`src/rtl/serial_to_parallel_rx_pkg.sv`:
```
// Shared definitions for the serial-to-parallel receiver.
//   RX_WIDTH      : default number of bits per received word
//   buf_state_t   : state of the one-entry output holding buffer
//   DIR_*         : encoding of the latched word direction (lsb_first input)
package rx_pkg;

  localparam int RX_WIDTH = 4;

  typedef enum logic {
    BUF_EMPTY = 1'b0,
    BUF_FULL  = 1'b1
  } buf_state_t;

  localparam logic DIR_MSB_FIRST = 1'b0;
  localparam logic DIR_LSB_FIRST = 1'b1;

endpackage

```
`src/rtl/serial_to_parallel_rx_if.sv`:
```
// Bus interface of the serial-to-parallel receiver.
//   serial_in / serial_valid : incoming bit stream, no backpressure
//   lsb_first                : word direction, sampled at the first bit of a word
//   clear                    : flush partial word and overrun flag
//   DATAOUT / out_valid / out_ready : valid/ready word output
//   bit_count                : bits held in the current partial word
//   overrun                  : sticky dropped-word flag
// master = link/consumer side (testbench), slave = receiver.
interface serial_to_parallel_rx_if
  import rx_pkg::*;
#(
  parameter int WIDTH = RX_WIDTH,
  parameter int CNT_W = $clog2(WIDTH + 1)
);
  logic             serial_in;
  logic             serial_valid;
  logic             lsb_first;
  logic             clear;
  logic [WIDTH-1:0] DATAOUT;
  logic             out_valid;
  logic             out_ready;
  logic [CNT_W-1:0] bit_count;
  logic             overrun;

  modport master (
    output serial_in, serial_valid, lsb_first, clear, out_ready,
    input  DATAOUT, out_valid, bit_count, overrun
  );

  modport slave (
    input  serial_in, serial_valid, lsb_first, clear, out_ready,
    output DATAOUT, out_valid, bit_count, overrun
  );

endinterface

```
`src/rtl/serial_to_parallel_rx_sipo_shift_core.sv`:
```
// Shift core of the receiver: shift register, direction latch and bit counter.
//   clock, reset (sync, active-low), serial_in, serial_valid, lsb_first, clear
//   word      : the completed word, valid only while word_done is high
//   word_done : high during the cycle whose rising edge accepts the last bit
//   bit_count : bits accumulated in the current partial word
module sipo_shift_core
  import rx_pkg::*;
#(
  parameter int WIDTH = RX_WIDTH,
  parameter int CNT_W = $clog2(WIDTH + 1)
) (
  input  logic             clock,
  input  logic             reset,
  input  logic             serial_in,
  input  logic             serial_valid,
  input  logic             lsb_first,
  input  logic             clear,
  output logic [WIDTH-1:0] word,
  output logic             word_done,
  output logic [CNT_W-1:0] bit_count
);

  logic [WIDTH-1:0] sr;
  logic             dir_q;
  logic             dir_eff;
  logic [WIDTH-1:0] sr_next;
  logic             accept;
  logic             last_bit;

  // The first bit of a word takes its direction straight from lsb_first;
  // later bits use the value latched with that first bit.
  assign dir_eff  = (bit_count == '0) ? lsb_first : dir_q;
  assign sr_next  = (dir_eff == DIR_LSB_FIRST) ? {serial_in, sr[WIDTH-1:1]}
                                               : {sr[WIDTH-2:0], serial_in};
  assign accept   = serial_valid && !clear;
  assign last_bit = (bit_count == CNT_W'(WIDTH - 1));

  // The completed word is presented combinationally so the buffer can load it
  // on the same edge that samples the final bit.
  assign word      = sr_next;
  assign word_done = accept && last_bit;

  always_ff @(posedge clock) begin
    if (!reset) begin
      sr        <= '0;
      bit_count <= '0;
      dir_q     <= DIR_MSB_FIRST;
    end else if (clear) begin
      sr        <= '0;
      bit_count <= '0;
    end else if (serial_valid) begin
      sr    <= sr_next;
      dir_q <= dir_eff;
      if (last_bit) bit_count <= '0;
      else          bit_count <= bit_count + CNT_W'(1);
    end
  end

endmodule

```
`src/rtl/serial_to_parallel_rx.sv`:
```
// Serial-to-parallel receiver: assembles WIDTH-bit words from a serial stream
// (MSB- or LSB-first) and offers them through a one-entry valid/ready buffer.
//   clock : rising-edge clock
//   reset : synchronous active-low reset
//   bus   : serial_to_parallel_rx_if.slave (serial input, word output, status)
// A word completing while the buffer is full and not being drained is dropped
// and sets the sticky overrun flag.
module serial_to_parallel_rx
  import rx_pkg::*;
#(
  parameter int WIDTH = RX_WIDTH,
  parameter int CNT_W = $clog2(WIDTH + 1)
) (
  input  logic                    clock,
  input  logic                    reset,
  serial_to_parallel_rx_if.slave  bus
);

  logic [WIDTH-1:0] word;
  logic             word_done;
  buf_state_t       state, state_next;
  logic             load;
  logic             drop;

  sipo_shift_core #(
    .WIDTH (WIDTH),
    .CNT_W (CNT_W)
  ) u_core (
    .clock        (clock),
    .reset        (reset),
    .serial_in    (bus.serial_in),
    .serial_valid (bus.serial_valid),
    .lsb_first    (bus.lsb_first),
    .clear        (bus.clear),
    .word         (word),
    .word_done    (word_done),
    .bit_count    (bus.bit_count)
  );

  always_ff @(posedge clock) begin
    if (!reset) state <= BUF_EMPTY;
    else        state <= state_next;
  end

  always_comb begin
    state_next = state;
    load       = 1'b0;
    drop       = 1'b0;
    case (state)
      BUF_EMPTY: begin
        if (word_done) begin
          load       = 1'b1;
          state_next = BUF_FULL;
        end
      end
      BUF_FULL: begin
        // A word arriving as the held one is consumed replaces it directly.
        if (word_done) begin
          if (bus.out_ready) load = 1'b1;
          else               drop = 1'b1;
        end else if (bus.out_ready) begin
          state_next = BUF_EMPTY;
        end
      end
      default: state_next = BUF_EMPTY;
    endcase
  end

  // DATAOUT keeps its last word after it is consumed; only reset zeroes it.
  always_ff @(posedge clock) begin
    if (!reset) begin
      bus.DATAOUT <= '0;
      bus.overrun <= 1'b0;
    end else begin
      if (load) bus.DATAOUT <= word;
      if (bus.clear)  bus.overrun <= 1'b0;
      else if (drop)  bus.overrun <= 1'b1;
    end
  end

  assign bus.out_valid = (state == BUF_FULL);

endmodule
```
`src/flat_wrapper.sv`:
```
// flat-port wrapper written by rule: the top's interface ports become plain ports
module serial_to_parallel_rx_flat import rx_pkg::*;
#(
  parameter int WIDTH = RX_WIDTH,
  parameter int CNT_W = $clog2(WIDTH + 1)
)
  (clock, reset, bus_serial_in, bus_serial_valid, bus_lsb_first, bus_clear, bus_out_ready, bus_DATAOUT, bus_out_valid, bus_bit_count, bus_overrun);
  serial_to_parallel_rx_if #(.WIDTH(WIDTH), .CNT_W(CNT_W)) bus_i ();
  input  logic clock;
  input  logic reset;
  input wire logic [$bits(bus_i.serial_in)-1:0] bus_serial_in;
  input wire logic [$bits(bus_i.serial_valid)-1:0] bus_serial_valid;
  input wire logic [$bits(bus_i.lsb_first)-1:0] bus_lsb_first;
  input wire logic [$bits(bus_i.clear)-1:0] bus_clear;
  input wire logic [$bits(bus_i.out_ready)-1:0] bus_out_ready;
  output wire logic [$bits(bus_i.DATAOUT)-1:0] bus_DATAOUT;
  output wire logic [$bits(bus_i.out_valid)-1:0] bus_out_valid;
  output wire logic [$bits(bus_i.bit_count)-1:0] bus_bit_count;
  output wire logic [$bits(bus_i.overrun)-1:0] bus_overrun;
  assign bus_i.serial_in = bus_serial_in;
  assign bus_i.serial_valid = bus_serial_valid;
  assign bus_i.lsb_first = bus_lsb_first;
  assign bus_i.clear = bus_clear;
  assign bus_i.out_ready = bus_out_ready;
  assign bus_DATAOUT = bus_i.DATAOUT;
  assign bus_out_valid = bus_i.out_valid;
  assign bus_bit_count = bus_i.bit_count;
  assign bus_overrun = bus_i.overrun;
  serial_to_parallel_rx #(.WIDTH(WIDTH), .CNT_W(CNT_W)) u_core (.clock(clock), .reset(reset), .bus(bus_i));
endmodule
```
`config.mk`:
```
export PLATFORM = sky130hd
export DESIGN_NAME = serial_to_parallel_rx_flat
export DESIGN_NICKNAME = d
export VERILOG_FILES = /design/src/rtl/serial_to_parallel_rx_pkg.sv /design/src/rtl/serial_to_parallel_rx_if.sv /design/src/rtl/serial_to_parallel_rx_sipo_shift_core.sv /design/src/rtl/serial_to_parallel_rx.sv /design/src/flat_wrapper.sv
export SDC_FILE = /design/constraint.sdc
export NUM_CORES = 1
export LEC_CHECK = 0
export ABC_AREA = 1
export CORE_MARGIN = 2
export CORE_UTILIZATION = 52
export DETAILED_ROUTE_END_ITERATION = 12
export PLACE_DENSITY = 0.88
export SLEW_MARGIN = 5
export SYNTH_ARGS = -nofsm -noshare
export SYNTH_HDL_FRONTEND = slang
export SYNTH_SLANG_ARGS = --single-unit
```
`constraint.sdc`:
```
create_clock -name clock -period 3 [get_ports clock]
set_input_delay 0.3 -clock clock [delete_from_list [all_inputs] [get_ports clock]]
set_output_delay 0.3 -clock clock [all_outputs]
set_load 0.01 [all_outputs]
```
==> key figures <==
Setup path
  – FF-to-FF path depth: 9
  – Worst R2R End: u_core.u_core.dir_q$_SDFFE_PN0P_
  – CP Cell Sequence: clkdlybuf4s50_1
  – R2R Setup Slk: around 1600 ps
  – Critical path buffer and inverter count: 1
  – Crit path max fanout: 5
  – Crit-path slowest cell: clkdlybuf4s50_1
  – Critical R2R Launch: u_core.u_core.bit_count[0]$_SDFFE_PP0P_
  – Setup crit end kind: output port
  – CP Launch Type: register
  – CP Class: reg -> out
  – Arrival @ worst endpoint: between 1000 and 1500 ps
  – Worst Path Required: 2700 ps
  – CP delay by family, top: buffers and inverters
  – Slowest stage delay, CP: between 500 and 600 ps

Timing
  – Final setup viols: 0
  – Final Hold Viols: 0
  – Worst-margin pin slew: ~620 ps
  – Setup TNS: 0 ps
  – Final period utilization: 0.519
  – Fin crit period: around 1600 ps
  – Max-slew violations: 0
  – Fmax: 642 MHz
  – Relative slew slack: 0.585
  – Min Hold Slack: roughly 500 ps
  – RSZ-0062 raised after global routing: false
  – Fin Clk Skew: roughly 4.5 ps

Pwr
  – Peak supply drop: approximately 0.19 mV
  – Tot Pwr: about 350 µW
  – Power Density: roughly 370 mW/mm²
  – Leak pwr: approximately 0.46 nW

Synthesis
  – Syn_nets: 120
  – Area leader, netlist: dfxtp_1
  – Top cells by area in the synthesized netlist: dfxtp_1, nand2_1, nand3_1
  – Seq cells post-synth: 14
  – Synth Cell Area: 774 µm²
  – Avg Inst Size Synth: 6.98 µm²
  – Area share of the largest cell type after synthesis: 0.362
  – Sequential share of the synthesized area: 0.362
  – Synthesis Warnings: 0
  – Syn Inst Count: 111
  – Yosys cell types: 18

Clock network
  – Clk Latency, worst-skew pair: ~270 ps
  – Post-CTS setup buffer count: 0
  – CTS tree: done
  – CTS buffer count: 3
  – H-tree depth: 1
  – Clock-pin slew on the worst setup and hold paths: about 80 ps
  – Post_cts resized: 0
  – Clock Sinks: 14
  – CTS max path bufs: 2
  – Root Driver: clkbuf_4
  – CTS Hold Bufs: 0

Die
  – Die H: between 40 and 50 µm
  – I/O pin count: 16
  – Core Box Area: roughly 0.0014 mm²
  – Rows: 13
  – Die W: between 40 and 50 µm
  – Initial core utilization: 0.574
  – Die area: 0.00181 mm²

Layout
  – Nets: approximately 140
  – Post-Layout Inst Area: approximately 950 µm²
  – Final Util: 0.702
  – # diodes: 0
  – Most frequent cells in the layout: nand2_1, inv_1, nand3_1
  – Synth-to-layout area growth: 22.3%
  – Commonest non-fill, non-tap cell in the layout: nand2_1
  – Layout cells sized above 1: 0.118

GRT
  – Largest net degree at the start of global routing: 10
  – Number of global-route vias before repair: roughly 650
  – Global-route wire length before repair: ~2.7 mm
  – Global route overflow: 0
  – Initial antenna violation count: 0
  – GRT Total Usage: 0.199

Min path
  – Hold endpoint: u_core.bus.overrun$_SDFFE_PP0P_
  – Hold crit path type: reg -> reg
  – Min-Delay Path Depth: 1
  – Hold_sp: u_core.bus.overrun$_SDFFE_PP0P_

Placement
  – PortBufs: 15
  – Post-DP HPWL: approximately 1.2 mm
  – RD Place Congestion: ~0.84
  – Dpl cell area: roughly 920 µm²

Drt
  – First DRT Iteration DRCs: 18
  – Post-detailed-route count of antenna-violating nets: 0
  – DR vias: between 700 and 800
  – Drt total wl: between 1.5 and 2 mm
  – DR DRC count: 0
  – Drt first pass iters: 6
  – Routed len/inst: between 10 and 15 µm
  – Vias per inst: ~5.3

Status
  – Outcome: completed

Flow run
  – Max_cap viols: 0
[flip-flops by register name, indices dropped and copies added (netlist names)]
name,count
u_core.u_core.dir_q,1
u_core.bus.DATAOUT,4
u_core.u_core.bit_count,3
u_core.u_core.sr,4
u_core.bus.out_valid,1
u_core.bus.overrun,1
[where the power goes]
part	internal, mW	switching (mW)
clock	0.0465	0.0572
sequential	0.189	0.00290
combinational	0.0230	0.0318
total	0.259	0.0919
[logic make-up (layout without fill, tap and decap cells)]
kind of cell	after synthesis	in the layout	share of synthesized area
adder cells (fa/ha/maj)	2	2	0.0323
flip-flops	14	14	0.362
AO/OA/AOI/OAI	15	15	0.142
buffers and inverters	26	42	0.141
AND/OR/NAND/NOR	54	54	0.323
[final cells by class]
| type | count | area [µm²] |
|---|---|---|
| fillers | 115 | 403 |
| inverters | 24 | 90.1 |
| well taps | 15 | 18.8 |
| multi-input cells | 71 | 385 |
| repair buffers | 15 | 150 |
| clock buffers | 3 | 22.5 |
| flip-flops and latches | 14 | 280 |
[how the worst max path moves through the flow]
stage,end,cells past startpoint,slack (ps),from
global placement,u_core.bus.DATAOUT[1]$_SDFFE_PN0P_,6,1250,bus_serial_valid
finish,bus_bit_count[0],1,1440,u_core.u_core.bit_count[0]$_SDFFE_PP0P_
CTS,bus_bit_count[0],1,1430,u_core.u_core.bit_count[0]$_SDFFE_PP0P_
floorplan,u_core.u_core.dir_q$_SDFFE_PN0P_,9,1700,u_core.u_core.bit_count[0]$_SDFFE_PP0P_
detailed placement,u_core.bus.DATAOUT[3]$_SDFFE_PN0P_,7,1200,bus_serial_valid
global route,bus_bit_count[0],1,1370,u_core.u_core.bit_count[0]$_SDFFE_PP0P_
[synth_stat cells]
cell	count
nand3_1	18
o21ba_1	1
nor2_4	1
buf_6	1
buf_4	1
o21ai_0	1
dfxtp_1	14
nand2_2	1
a21oi_1	7
nor2_1	2
a21oi_2	4
inv_2	2
nand3_2	2
or2_0	1
ha_1	2
inv_1	22
a211oi_2	2
nand2_1	29
[metal layers]
| layer | routed length, µm | global-route usage | part of all wire |
|---|---|---|---|
| met1 | 710 | 0.230 | 0.45 |
| met2 | 738 | 0.320 | 0.47 |
| met3 | 69 | 0.0603 | 0.044 |
| met4 | 50 | 0.119 | 0.032 |
| met5 | 0 | 0 | 0 |
[through the flow]
stage	cells	setup slack (ps)
after floorplan	111	1700
after global placement	139	1250
after detailed placement	139	1200
after CTS	142	1430
after global routing	142	1370
final	142	1440
Power figures use the tool's default switching activity.
